--- src/rtl/key_action_decoder.sv ---
// PS/2 scancode decoder: turns make/break codes into one-cycle game and menu pulses,
// tracks held gameplay keys and auto-repeats the most recently pressed movement key.
module key_action_decoder #(
  parameter int REPEAT_DELAY = 8,
  parameter int REPEAT_RATE  = 2
) (
  input  logic       CLOCK_50,
  input  logic       Resetn,
  input  logic [7:0] rx_data,
  input  logic       rx_valid,
  input  logic       tick,
  output logic       left_p,
  output logic       right_p,
  output logic       down_p,
  output logic       rotate_p,
  output logic       start_p,
  output logic       gameover_p,
  output logic       easy_p,
  output logic       medium_p,
  output logic       hard_p,
  output logic [3:0] held,
  output logic [7:0] last_code,
  output logic       last_ext
);

  localparam int CW = (REPEAT_DELAY > 1) ? $clog2(REPEAT_DELAY) : 1;
  localparam logic [CW-1:0] CNT_MAX    = CW'(REPEAT_DELAY - 1);
  localparam logic [CW-1:0] CNT_RELOAD = CW'(REPEAT_DELAY - REPEAT_RATE);

  // Bit order {rotate, down, right, left} and {hard, medium, easy, gameover, start}
  localparam logic [31:0] GP_CODE   = {8'h1D, 8'h1B, 8'h23, 8'h1C};
  localparam logic [31:0] GP_EXT    = {8'h75, 8'h72, 8'h74, 8'h6B};
  localparam logic [39:0] MENU_CODE = {8'h26, 8'h1E, 8'h16, 8'h66, 8'h5A};

  typedef enum logic [1:0] {IDLE, GOT_E0, GOT_F0, GOT_E0F0} state_t;

  state_t        state_reg, state_next;
  logic [3:0]    held_reg, held_next;
  logic [3:0]    gp_pulse_reg, gp_pulse_next;
  logic [4:0]    menu_pulse_reg, menu_pulse_next;
  logic [7:0]    code_reg, code_next;
  logic          ext_reg, ext_next;
  logic [2:0]    target_reg, target_next;
  logic [CW-1:0] rep_cnt_reg, rep_cnt_next;

  logic       is_make, is_break, key_ext, new_target;
  logic [3:0] gp_hit, press;
  logic [4:0] menu_hit;

  genvar gi;
  generate
    for (gi = 0; gi < 4; gi++) begin : g_gp_hit
      assign gp_hit[gi] = key_ext ? (rx_data == GP_EXT[gi*8 +: 8])
                                  : (rx_data == GP_CODE[gi*8 +: 8]);
    end
    for (gi = 0; gi < 5; gi++) begin : g_menu_hit
      assign menu_hit[gi] = !key_ext && (rx_data == MENU_CODE[gi*8 +: 8]);
    end
  endgenerate

  always_comb begin
    state_next = state_reg;
    is_make    = 1'b0;
    is_break   = 1'b0;
    key_ext    = 1'b0;
    if (rx_valid) begin
      case (state_reg)
        IDLE: begin
          if (rx_data == 8'hE0)      state_next = GOT_E0;
          else if (rx_data == 8'hF0) state_next = GOT_F0;
          else if (rx_data != 8'hE1) is_make = 1'b1;
        end
        GOT_E0: begin
          if (rx_data == 8'hF0) state_next = GOT_E0F0;
          else if (rx_data != 8'hE0) begin
            is_make    = 1'b1;
            key_ext    = 1'b1;
            state_next = IDLE;
          end
        end
        GOT_F0: begin
          is_break   = 1'b1;
          state_next = IDLE;
        end
        default: begin
          is_break   = 1'b1;
          key_ext    = 1'b1;
          state_next = IDLE;
        end
      endcase
    end
  end

  always_comb begin
    held_next       = held_reg;
    gp_pulse_next   = 4'b0000;
    menu_pulse_next = 5'b00000;
    code_next       = code_reg;
    ext_next        = ext_reg;
    target_next     = target_reg;
    rep_cnt_next    = rep_cnt_reg;
    new_target      = 1'b0;
    press           = 4'b0000;

    if (is_make) begin
      code_next       = rx_data;
      ext_next        = key_ext;
      menu_pulse_next = menu_hit;
      press           = gp_hit & ~held_reg;
      held_next       = held_reg | press;
      gp_pulse_next   = press;
      if (|press[2:0]) begin
        target_next  = press[2:0];
        rep_cnt_next = '0;
        new_target   = 1'b1;
      end
    end

    if (is_break) begin
      held_next = held_reg & ~gp_hit;
      if (|(gp_hit[2:0] & target_reg)) target_next = 3'b000;
    end

    // A byte that creates a new target swallows a coincident tick
    if (tick && !new_target && |(target_next & held_next[2:0])) begin
      if (rep_cnt_reg == CNT_MAX) begin
        gp_pulse_next[2:0] = gp_pulse_next[2:0] | target_next;
        rep_cnt_next       = CNT_RELOAD;
      end else begin
        rep_cnt_next = rep_cnt_reg + 1'b1;
      end
    end
  end

  always_ff @(posedge CLOCK_50 or negedge Resetn) begin
    if (!Resetn) begin
      state_reg      <= IDLE;
      held_reg       <= 4'b0000;
      gp_pulse_reg   <= 4'b0000;
      menu_pulse_reg <= 5'b00000;
      code_reg       <= 8'h00;
      ext_reg        <= 1'b0;
      target_reg     <= 3'b000;
      rep_cnt_reg    <= '0;
    end else begin
      state_reg      <= state_next;
      held_reg       <= held_next;
      gp_pulse_reg   <= gp_pulse_next;
      menu_pulse_reg <= menu_pulse_next;
      code_reg       <= code_next;
      ext_reg        <= ext_next;
      target_reg     <= target_next;
      rep_cnt_reg    <= rep_cnt_next;
    end
  end

  assign {rotate_p, down_p, right_p, left_p}             = gp_pulse_reg;
  assign {hard_p, medium_p, easy_p, gameover_p, start_p} = menu_pulse_reg;
  assign held      = held_reg;
  assign last_code = code_reg;
  assign last_ext  = ext_reg;

endmodule

--- config.mk ---
export PLATFORM = sky130hd
export DESIGN_NAME = key_action_decoder
export DESIGN_NICKNAME = d
export VERILOG_FILES = /design/src/rtl/key_action_decoder.sv
export SDC_FILE = /design/constraint.sdc
export NUM_CORES = 1
export LEC_CHECK = 0
export BUFFER_PORTS_ARGS = -buffer_cell sky130_fd_sc_hd__buf_4
export CORE_MARGIN = 2
export CORE_UTILIZATION = 54
export DETAILED_ROUTE_END_ITERATION = 7
export GPL_TIMING_DRIVEN = 0
export PLACE_DENSITY = 0.77
export SLEW_MARGIN = 5
export SYNTH_ARGS = -nofsm -noshare
export SYNTH_HDL_FRONTEND = slang
export SYNTH_SLANG_ARGS = --single-unit
--- constraint.sdc ---
create_clock -name CLOCK_50 -period 2.95 [get_ports CLOCK_50]
set_clock_uncertainty 0.05 [all_clocks]
set_input_delay 0.295 -clock CLOCK_50 [delete_from_list [all_inputs] [get_ports CLOCK_50]]
set_output_delay 0.295 -clock CLOCK_50 [all_outputs]
set_load 0.02 [all_outputs]
; Yosys cells after proc, flatten, opt, wreduce, memory -nomap -nowiden
; Cells that the tools add are included.
[classes]
addsub = 1
n_mul = 0
n_div = 0
order_cmp = 0
eq_ne = 22
shift = 0
muxes = 36
n_bitwise = 8
n_reduce_logical = 20
[op_table]
columns = op, count
row1 = $eq A8 B7 Y1 const B, 6
row2 = $eq A8 B5 Y1 const B, 5
row3 = $mux W3, 10
row4 = $eq A8 B6 Y1 const B, 2
row5 = $eq A8 B8 Y1 const B, 2
row6 = $ne A8 B8 Y1 const B, 2
row7 = $mux W1, 15
row8 = $mux W4, 3
row9 = $reduce_or A3 Y1, 3
row10 = $and A4 B4 Y4, 2
row11 = $mux W2, 4
row12 = $not A4 Y4, 2
row13 = $logic_and A1 B1 Y1, 7
row14 = $and A3 B3 Y3, 2
row15 = $ne A3 B3 Y1 const B, 2
row16 = $reduce_bool A2 Y1, 3
row17 = $mux W5, 1
row18 = $or A4 B4 Y4, 1
row19 = $pmux W1 S2, 2
row20 = $pmux W2 S2, 1
row21 = $reduce_or A2 Y1, 2
row22 = $add A3 B1 Y3 const B, 1
row23 = $eq A3 B3 Y1 const B, 1
row24 = $or A3 B3 Y3, 1
row25 = 6 further kinds, 7
[totals]
regBits = 30
latchBits = 0
ramBits = 0
rom_bits = 0
inputBits = 12
out_inout_bits = 22
wordCells = 96
mem_count = 0

; Longest topological paths before layout
[depth]
depth_word = 17
mapped_depth = 10
mapped_depth_nobuf = 7

; Worst setup path after synthesis
; Ideal clock, no wire load.
[synth_timing]
path_type = input port to flip-flop
from = in rx_valid
to = reg gp_pulse_reg[2]
setup_time_ps = 95
arrival_time_ps = 2288
required_ps = 2805
path_slack_ps = 516
path_stages = 8
n_path_buf = 1
cell_sequence = buf_6 -> and2_1 -> or4_1 -> a211oi_1 -> o2bb2ai_1 -> a211o_2 -> a311o_2 -> o31ai_1
[synth_between]
elab_chain_len = 12
word_cells_on_any_way = 30
classes_between = mux: 17 / bitwise: 7 / reduce/logical: 6
[synth_lines]
columns = item, line_no
row1 = start: declaration, 10  ; input logic rx_valid,
row2 = $mux W1, 66  ; if (rx_valid) begin
row3 = $mux W1, 53  ; assign gp_hit[gi] = key_ext ? (rx_data == GP_EXT[gi*8 +: 8])
row4 = $and A4 B4 Y4, 109  ; press = gp_hit & ~held_reg;
row5 = $reduce_or A3 Y1, 112  ; if (|press[2:0]) begin
row6 = $mux W3, 112
row7 = $mux W3, 105  ; if (is_make) begin
row8 = $mux W3, 121  ; if (|(gp_hit[2:0] & target_reg)) target_next = 3'b000;
row9 = $mux W3, 119  ; if (is_break) begin
row10 = $and A3 B3 Y3, 125  ; if (tick && !new_target && |(target_next & held_next[2:0])) begin
row11 = $reduce_or A3 Y1, 125
row12 = $logic_and A1 B1 Y1, 125
row13 = $mux W3 (*), 125
row14 = named net gp_pulse_next[2], 39  ; logic [3:0] gp_pulse_reg, gp_pulse_next;
row15 = end signal: assignment, 148  ; gp_pulse_reg <= gp_pulse_next;
row16 = end: declaration, 39
; The timed path passes the listed nets; every way through them passes the cells marked *. The select of a mux whose other input is x is not followed.
; A chain may end at the register's enable or synchronous reset.

; Final worst setup path
[layout_timing]
from = reg state_reg[0]
to = reg gp_pulse_reg[0]
[layout_between]
elab_chain_len = 15
word_cells_on_any_way = 38
classes_between = eq/ne: 2 / mux: 20 / bitwise: 7 / reduce/logical: 9
[layout_lines]
columns = item, line_no
row1 = start: declaration, 37  ; state_t state_reg, state_next;
row2 = start signal: assignment, 146  ; state_reg <= state_next;
row3 = $eq A2 B2 Y1 or $logic_not A2 Y1 (tied branches), 67  ; case (state_reg)
row4 = $reduce_or A2 Y1 (no line), --
row5 = $pmux W1 S2, 67
row6 = $mux W1, 66
row7 = $mux W1, 53
row8 = $and A4 B4 Y4, 109
row9 = $reduce_or A3 Y1, 112
row10 = $mux W3, 112
row11 = $mux W3, 105
row12 = $mux W3, 121
row13 = $mux W3, 119
row14 = $and A3 B3 Y3, 125
row15 = $reduce_or A3 Y1, 125
row16 = $logic_and A1 B1 Y1, 125
row17 = $mux W3 (*), 125
row18 = named net gp_pulse_next[0], 39
; Marks and branches as above.

==> results.md <==
* Slew @ Worst Pin at between 0.5 and 0.6 ns
* Netlist cell types at 50
* Deepest level of the CTS H-tree at 2
* CTS Root Cell: clkbuf_4
* Num Clock Sinks at 30
* Total of warnings raised by yosys at 0
* Number of antenna violations at the first check in global routing at 0
* Total Die Area at ~3400 µm²
* Headroom to the max-slew limit at 0.612
* Clock edge transition at the registers on the reported setup and hold paths at 0.09 ns
* Cell family contributing the most delay on the critical path: compound AO/OA/AOI/OAI gates
* Number of nets at the end of the flow at around 230
* IO Pins at 34
* GPL Wtd Cong at roughly 0.96
* Row cnt at 19
* Number of synthesized register bits at 30
* Post-DP Area at around 1900 µm²
* Flip-flop count of the largest register after layout at 8
* Largest net degree at the start of global routing at 31
* Via count of the first global-routing pass at between 1000 and 1500
* Violated checks: DRC
* Synthesized-area fraction occupied by and/or/nand/nor cells at 0.284
* Static Leak at between 0.0009 and 0.001 µW
* Horizontal extent of the die at ~60 µm
* Final cell count without fillers at ~250
* Drc violations at 2
* Unrepaired setup endpoints after global routing: no
* Area added between synthesis and finish at 21.6%
* Dpl cells at approximately 240
* Post-Synth XOR/XNOR Area at 0
* Post-synthesis mux area share at 0.0333
* Share of synthesized cell area in full adder, half adder and majority cells at 0.00775
* Final critical delay including setup and external delays at between 2 and 3 ns
* Effective utilization at floorplan at 0.576
* DR WL/cell at 15.5 µm
* Max Freq at 370 MHz
* Global-route usage over all layers at 0.253
* Number of routed nets with antenna violations at 0
* Accumulated negative setup slack at 0 ns
* Maximum count of clock buffers along a single path at 2
* Setup fix buffers added after clock tree synthesis at 0
* Dominant combinational cell family by area after synthesis: simple AND/OR/NAND/NOR gates
* Max Cap Violations at 0
* Post-route clock period utilization at 0.915
* Half-perimeter wire length after detailed placement at roughly 2.9 mm
* Avg Vias per Cell at between 6 and 7
* Cell types with the largest area share after synthesis: dfrtp_1 (46%), nand2_1 (6.7%), nor2_1 (3.3%)
* Die height at between 50 and 60 µm
* Via count of the routed design at roughly 1500
* Sequential-to-total area share from yosys stat at 0.465
* CP required at 3.14 ns
* Core area at 2810 µm²
* Clock tree from TritonCTS: done
* Synth Area in Compound Gates at 0.167
* Crit Path Category: flop to flop
* Synth Area per Inst at between 9 and 10 µm²
* Share of async-settable or async-resettable flops after synthesis at 1.00
* Total global routing overflow at 0
* Clock latency on the worst-skew pair at about 0.33 ns
* Number of buffer and inverter stages on the critical path at 0
* Cells along the critical path: and2_1, or4_1, a211oi_1, o2bb2ai_1, a211o_2, a311o_2, o31ai_1
* Total Routed Length at 3.79 mm
* Cell type with the largest total area after synthesis: dfrtp_1
* Number of violations reported at the end of detailed-routing iteration 0 at 119
* Arrival time at the worst endpoint at slightly below 3 ns
* Number of hold violations in the final report at 0
* Path class of the lowest-slack min-delay path: input port to flop
* Largest incremental delay on the critical path at between 0.5 and 0.6 ns
* Maximum fanout along the worst path at 6
* Syn Nets at approximately 190
* Total of endpoints with negative setup slack in the final report at 0
* Cell with the largest stage delay on the worst path: or4_1
* Number of enable flip-flop cells after synthesis at 0
* Final std cell area, no fill at between 1500 and 2000 µm²
* Max-slew violation total from the final report at 0
* Result of the run: finished, violations left
* Kind of launch point of the worst setup path: flop
* Number of iterations in the first detailed-routing pass at 6
* Cts bufs inserted at 5
* Port-buffer cells at 32
* Wire length of the first global-routing pass at around 6.5 mm
* Power Dens Cells at between 400 and 500 nW/µm²
* Area share of the leading cell type in the synthesized netlist at 0.465
* Max rail drop VDD at between 0.2 and 0.25 mV
* Cells after Synth at roughly 170
* Kind of end point of the critical path: flop
* Most used DFF post-synth: dfrtp_1
* Antenna diode count at 0
* Ratio of cells with drive above 1 in the final layout at 0.266
* Post-synthesis instance area at roughly 1600 µm²
## logic make-up after synthesis
family | after synthesis
AND/OR/NAND/NOR | 85
adder cells (fa/ha/maj) | 1
AO/OA/AOI/OAI | 38
flip-flops | 30
buffers and inverters | 15
multiplexers | 4
## cell usage in the layout (no fill, tap or decap), drive strengths merged, types with 2 or more instances in the layout
cell type / netlist / layout
buf: 2 / 34
dfrtp: 30 / 30
nand2: 29 / 29
nor2: 14 / 14
clkbuf: 4 / 11
o21ai: 10 / 10
inv: 9 / 9
nand3: 8 / 8
a21oi: 8 / 8
nand4: 6 / 6
nor3b: 5 / 5
a211oi: 3 / 3
o31ai: 3 / 3
and3: 3 / 3
mux2i: 3 / 3
and2: 3 / 3
nand2b: 2 / 2
and2b: 2 / 2
a31oi: 2 / 2
nor3: 2 / 2
or4: 2 / 2
## cells in the mapped netlist, drive strengths merged, types with 2 or more instances
cell type,n
dfrtp,30
nand2,29
nor2,14
o21ai,10
inv,9
a21oi,8
nand3,8
nand4,6
nor3b,5
clkbuf,4
a211oi,3
and2,3
and3,3
mux2i,3
o31ai,3
a31oi,2
and2b,2
buf,2
nand2b,2
nor3,2
or4,2
## per-layer routing
layer	wire length (µm)	GRT usage
met1	1670	0.347
met3	280	0.0615
met4	75	0.0779
met2	1770	0.398
met5	0	0
## worst paths after layout
path	from	end	slack, ns	cells after the start
worst max register to register	state_reg[0]	gp_pulse_reg[0]	0.25	7
worst min-delay path	rx_data[3]	menu_pulse_reg[2]	0.11	2
worst max-delay path	state_reg[0]	gp_pulse_reg[0]	0.25	7
min in group asynchronous	Resetn	menu_pulse_reg[1]	0.35	2
max in group asynchronous	Resetn	held[0]	2.21	2
worst min register to register	held[3]	gp_pulse_reg[3]	0.44	1
## cell type report
type                            count  area, µm²
Fill cell                         230        841
Multi-Input combinational cell    128        793
Sequential cell                    30        751
Timing Repair Buffer               33        250
Clock buffer                        7       55.1
Tap cell                           31       38.8
Buffer                              6       37.5
Inverter                            9       33.8
Clock inverter                      1       5.00
## per-stage QoR
stage               hold WS (ns)  total power [µW]  setup slack, ns   util
floorplan                -0.0506               554            0.516      -
global placement           0.182               620            0.291  0.675
detailed placement         0.190               628            0.240  0.675
CTS                        0.104               880            0.301  0.700
global route              0.0971               921            0.138  0.700
finish                     0.114               873            0.250  0.700
## power breakdown
part           internal, µW  switching (µW)
clock network           115             135
logic                  67.8            94.3
registers               439            21.8
## worst register-to-register path, delay by kind of cell (launching register included)
family,cells,cell delay [ns]
compound gates,5,1.34
simple gates,2,0.76
flops,1,0.44
## timing repair
item | CTS | global route
endpoints found under the hold margin | 30 | 0
hold buffers | 1 | 0
resized for setup | 0 | 0
No activity file was read; power rests on OpenSTA's default activity.
